<file path="config.mk">
export PLATFORM = sky130hd
export DESIGN_NAME = if_fetch_stage
export DESIGN_NICKNAME = d
export VERILOG_FILES = /design/src/rtl/if_fetch_stage.sv
export SDC_FILE = /design/constraint.sdc
export NUM_CORES = 1
export LEC_CHECK = 0
export ABC_CLOCK_PERIOD_IN_PS = 3150
export CORE_ASPECT_RATIO = 0.9
export CORE_MARGIN = 2
export CORE_UTILIZATION = 30
export CTS_BUF_LIST = sky130_fd_sc_hd__clkbuf_4
export DETAILED_ROUTE_END_ITERATION = 10
export DONT_BUFFER_PORTS = 1
export REMOVE_ABC_BUFFERS = 1
export SETUP_SLACK_MARGIN = 0.02
export SLEW_MARGIN = 30
export SYNTH_ARGS = -nofsm -noshare
export SYNTH_HDL_FRONTEND = slang
export SYNTH_SLANG_ARGS = --single-unit
export TNS_END_PERCENT = 10
</file>
<file path="constraint.sdc">
create_clock -name clk -period 3.15 [get_ports clk]
set_input_delay 0.1575 -clock clk [delete_from_list [all_inputs] [get_ports clk]]
set_output_delay 0.1575 -clock clk [all_outputs]
set_load 0.03 [all_outputs]
</file>
<file path="src/rtl/if_fetch_stage.sv">
// if_fetch_stage: LEGv8 instruction fetch stage.
// Holds the PC, issues one outstanding request at a time to instruction
// memory, buffers one instruction toward decode and honours branch redirects.
// Wrong-path requests are never withdrawn; they complete in DRAIN and their
// data is dropped.
// Optional build macro IF_PERF_CNT_EN adds saturating perf counters
// perf_fetched and perf_stall.
//
// Handshakes: decode takes the buffered instruction on a cycle where
// if_valid && if_ready (and no redirect); memory completes a request on a
// cycle where imem_req && imem_ack. imem_req/imem_addr never change while a
// request is outstanding, and imem_ack with imem_req low is ignored.
// dbg_state exposes the FSM state (IDLE=0, REQ=1, FULL=2, DRAIN=3).
module if_fetch_stage #(
  parameter int              PC_W     = 64,
  parameter logic [PC_W-1:0] RESET_PC = '0
) (
  input  logic            clk,
  input  logic            rst_n,
  output logic            imem_req,
  output logic [PC_W-1:0] imem_addr,
  input  logic            imem_ack,
  input  logic [31:0]     imem_rdata,
  output logic            if_valid,
  input  logic            if_ready,
  output logic [31:0]     if_instr,
  output logic [10:0]     if_opcode,
  output logic [PC_W-1:0] if_pc,
  input  logic            redirect,
  input  logic [PC_W-1:0] redirect_pc,
`ifdef IF_PERF_CNT_EN
  output logic [31:0]     perf_fetched,
  output logic [31:0]     perf_stall,
`endif
  output logic [1:0]      dbg_state
);

  typedef enum logic [1:0] {
    S_IDLE  = 2'd0,
    S_REQ   = 2'd1,
    S_FULL  = 2'd2,
    S_DRAIN = 2'd3
  } state_t;

  state_t          state, state_n;
  logic [PC_W-1:0] pc, pc_n;
  logic [PC_W-1:0] addr_q;
  logic            valid_q, valid_n;
  logic            capture;
  logic [PC_W-1:0] target;
  logic [PC_W-1:0] pc_inc;

  // Redirect targets are forced word aligned; sequential PC wraps silently.
  assign target = redirect_pc & ~PC_W'(3);
  assign pc_inc = pc + PC_W'(4);

  // State, PC and instruction buffer registers.
  always_ff @(posedge clk or negedge rst_n) begin
    if (!rst_n) begin
      state    <= S_IDLE;
      pc       <= RESET_PC;
      valid_q  <= 1'b0;
      if_instr <= '0;
      if_pc    <= '0;
    end else begin
      state   <= state_n;
      pc      <= pc_n;
      valid_q <= valid_n;
      if (capture) begin
        if_instr <= imem_rdata;
        if_pc    <= pc;
      end
    end
  end

  // Remember the address of the request being issued so DRAIN can keep
  // presenting it after a redirect has already moved the PC.
  always_ff @(posedge clk or negedge rst_n) begin
    if (!rst_n) begin
      addr_q <= RESET_PC;
    end else if (state == S_REQ) begin
      addr_q <= pc;
    end
  end

  // Next-state logic; redirect outranks every other event outside IDLE.
  always_comb begin
    state_n = state;
    pc_n    = pc;
    valid_n = valid_q;
    capture = 1'b0;
    unique case (state)
      S_IDLE: begin
        state_n = S_REQ;
      end
      S_REQ: begin
        if (redirect) begin
          pc_n    = target;
          state_n = imem_ack ? S_REQ : S_DRAIN;
        end else if (imem_ack) begin
          capture = 1'b1;
          valid_n = 1'b1;
          pc_n    = pc_inc;
          state_n = S_FULL;
        end
      end
      S_FULL: begin
        if (redirect) begin
          pc_n    = target;
          valid_n = 1'b0;
          state_n = S_REQ;
        end else if (if_ready) begin
          valid_n = 1'b0;
          state_n = S_REQ;
        end
      end
      S_DRAIN: begin
        if (redirect) pc_n = target;
        if (imem_ack) state_n = S_REQ;
      end
      default: begin
        state_n = S_IDLE;
      end
    endcase
  end

  assign imem_req  = (state == S_REQ) || (state == S_DRAIN);
  assign imem_addr = (state == S_DRAIN) ? addr_q : pc;
  assign if_valid  = valid_q;
  assign if_opcode = if_instr[31:21];
  assign dbg_state = state;

`ifdef IF_PERF_CNT_EN
  logic fetched_ev;
  logic stall_ev;

  assign fetched_ev = valid_q && if_ready && !redirect;
  assign stall_ev   = (imem_req && !imem_ack) || ((state == S_FULL) && !if_ready);

  // Saturating event counters for accepted instructions and stall cycles.
  always_ff @(posedge clk or negedge rst_n) begin
    if (!rst_n) begin
      perf_fetched <= '0;
      perf_stall   <= '0;
    end else begin
      if (fetched_ev && (perf_fetched != 32'hFFFF_FFFF)) perf_fetched <= perf_fetched + 32'd1;
      if (stall_ev && (perf_stall != 32'hFFFF_FFFF))     perf_stall   <= perf_stall + 32'd1;
    end
  end
`endif

endmodule
</file>
==> flow_summary.yaml <==
outcome:
  status: "complete, but fails checks"
  failed_checks: "hold timing"
final_layout:
  nNetsFinal: 1515
  drive_gt1_frac: 0.146
  synthToLayoutAreaGrowth_pct: 19.9
  fin_area_um2: 13500
yosys:
  yosys.cell_types.count: 51
  syn_inst: 1339
  synth_edf_count: 0
  yosys.area.top_type_share: 0.491
  ys_seq_area_frac: 0.491
  yosys.area_share.simple: 0.290
  synth_top_family_by_area: "simple AND/OR/NAND/NOR gates"
  synth-adder-area-share: 0.00111
  syn_area_per_cell_um2: 8.41
  syn_area_um2: 11300
  yosysTopAreaCell: "dfrtp_1"
  synthTopCellsByArea: "dfrtp_1 49%, nand2_1 17%, mux2_2 6.4%, clkbuf_1 3.3%, nand3_1 2.5%"
  synth_seq_cells: 221
  synth.most_common_cell: "nand2_1"
  synth_warnings: 0
  async_flop_share: 1.00
  ys_top_cells_by_count: "497 x nand2_1, 221 x dfrtp_1, 99 x clkbuf_1"
  synth_xor_area_frac: 0
  synthMuxAreaShare: 0.0649
  synthFlopType: "dfrtp_1"
  synth_compound_area_frac: 0.0991
clock_network:
  cts_hold_buf: 104
  htree_levels: 3
  cts_inserted_buffers: 66
  numClockSinks: 221
  clkLatencyLatePin_ns: 0.71
  cts_tree: "built"
  cts_root_buf: "clkbuf_4"
  post_cts_buffers: 0
  cts.clk_slew.worst_paths_ns: 0.06
  clock_path_buffers: 3
floorplan:
  start_util: 0.303
  die_h_um: 188
  num_rows: 67
  core-area_um2: 37100
  ios: 276
  die_x_um: 208
  die_area_um2: 39100
detailed_routing:
  drtAntennaViolNets: 0
  post_drt_wl_per_cell_um: 19.4
  drt_iter0_drc: 992
  totalWireLength_um: 37600
  drt_first_pass_iters: 5
  vias: 10100
  vias_per_cell: 5.21
  drc: 0
sta:
  hold_slack_ns: -0.837
  hold_viol: 221
  slew_viol_final: 0
  fin_skew_ns: 0.0473
  setup_tns_ns: 0
  slew_headroom: 0.458
  fmax_ghz: 0.356
  worstMarginPinSlew_ns: 0.806
  rsz0062_at_grt: "no"
  setup_violations: 0
  fin_crit_sh: 0.892
  period_minus_slack_ns: 2.81
grt:
  antenna_found_initial: 4
  overflow: 0
  grt_pass1_vias: 10100
  grt_usage: 0.193
  grt_pass1_wl_um: 59100
  grt_max_degree: 222
critical_path:
  critPathLaunch: "dbg_state[1]"
  start_kind: "flip-flop"
  path_class: "reg -> out"
  ff2ff_setup_slack_ns: 0.35
  regToRegStartpoint: "pc[7]"
  cp.required_ns: 2.99
  crit_path_end_kind: "output pin"
  cp.arrival_ns: 2.65
  r2r_end: "pc[59]"
  setup.worst_path.end: "imem_addr[14]"
  r2r_cells: 6
  critPathMaxFanout: 36
placement:
  post_dp_cell_area_um2: 11700
  place_hpwl_um: 24200
  gp_congestion: 0.838
  port_buffers: 0
job:
  maxCapViolations: 0
power_and_ir_drop:
  power_density_nw_per_um2: 788
  peakVddDrop_v: 0.000424
  p_leak_uw: 0.00603
worst_hold_path:
  worstHoldPathType: "in -> async"
==> layout make-up <==
class                           instances  area, µm²
Antenna cell                            3       7.51
Clock buffer                           95        713
Clock inverter                         12       48.8
Fill cell                            3829      23600
Inverter                                7       26.3
Multi-Input combinational cell        980       5190
Sequential cell                       221       5530
Tap cell                              483        604
Timing Repair Buffer                  137       1370
==> sequential cells by signal, summed over array words and instances (netlist names) <==
register   flops
addr_q        62
if_pc         62
pc            62
if_instr      32
dbg_state      2
if_valid       1
==> placed cells by master (no fill, tap or decap), drive strengths merged, types with 26 or more instances in the layout <==
master,instances
nand2,497
dfrtp,221
dlygate4sd3,103
clkbuf,95
mux2,64
nand3,57
o21ai,45
nor2,42
a21oi,34
buf,34
nand4,33
nor4,26
==> where the power goes <==
part | internal, µW | total [µW] | switching [µW] | leakage (µW)
sequential | 3630 | 5300 | 1670 | 0.00266
combinational | 934 | 2680 | 1750 | 0.00290
clock | 1370 | 2660 | 1290 | 0.000466
==> timing repair <==
action,in CTS,in global routing
endpoints found under the hold margin,347,221
gates resized for setup,0,1
endpoints found under the setup margin,0,1
==> metal layers <==
metal | routed length, µm | share of wire | global-route usage | up-vias
met5 | 16 | 0.00043 | 0 | -
met4 | 1110 | 0.029 | 0.0711 | 2
met3 | 2680 | 0.071 | 0.0548 | 86
met2 | 16900 | 0.45 | 0.298 | 400
met1 | 16900 | 0.45 | 0.258 | 4859
li1 | - | - | - | 4754
==> critical path: stages (launching register included) <==
cell and delay [ns]:
dfrtp_1 0.47, buf_4 0.23, nand2_4 0.49, buf_12 0.27, mux2_2 0.46
==> logic make-up after synthesis <==
family	count (synthesis)
multiplexers	65
flip-flops	221
buffers and inverters	141
other	1
AND/OR/NAND/NOR	741
adder cells (fa/ha/maj)	1
AO/OA/AOI/OAI	169
==> per-stage QoR <==
| step | worst slack, ns | cells | utilization | total power, µW |
|---|---|---|---|---|
| floorplan | -4.00 | 1208 | - | 7090 |
| global placement | 0.288 | 1724 | 0.315 | 7820 |
| detailed placement | 0.258 | 1724 | 0.315 | 7910 |
| CTS | 0.205 | 1935 | 0.363 | 10800 |
| global route | 0.157 | 1938 | 0.363 | 11300 |
| finish | 0.341 | 1938 | 0.363 | 10600 |
==> worst min path at each step <==
stage	startpoint	to	slack [ns]	cells after the start
floorplan	rst_n	addr_q[10]	-0.14	0
global placement	rst_n	if_instr[22]	-0.13	0
detailed placement	rst_n	if_instr[23]	-0.13	0
CTS	rst_n	pc[4]	-0.95	0
global route	rst_n	if_pc[34]	-0.94	0
finish	rst_n	if_pc[34]	-0.84	0
Power figures use the tool's default switching activity.
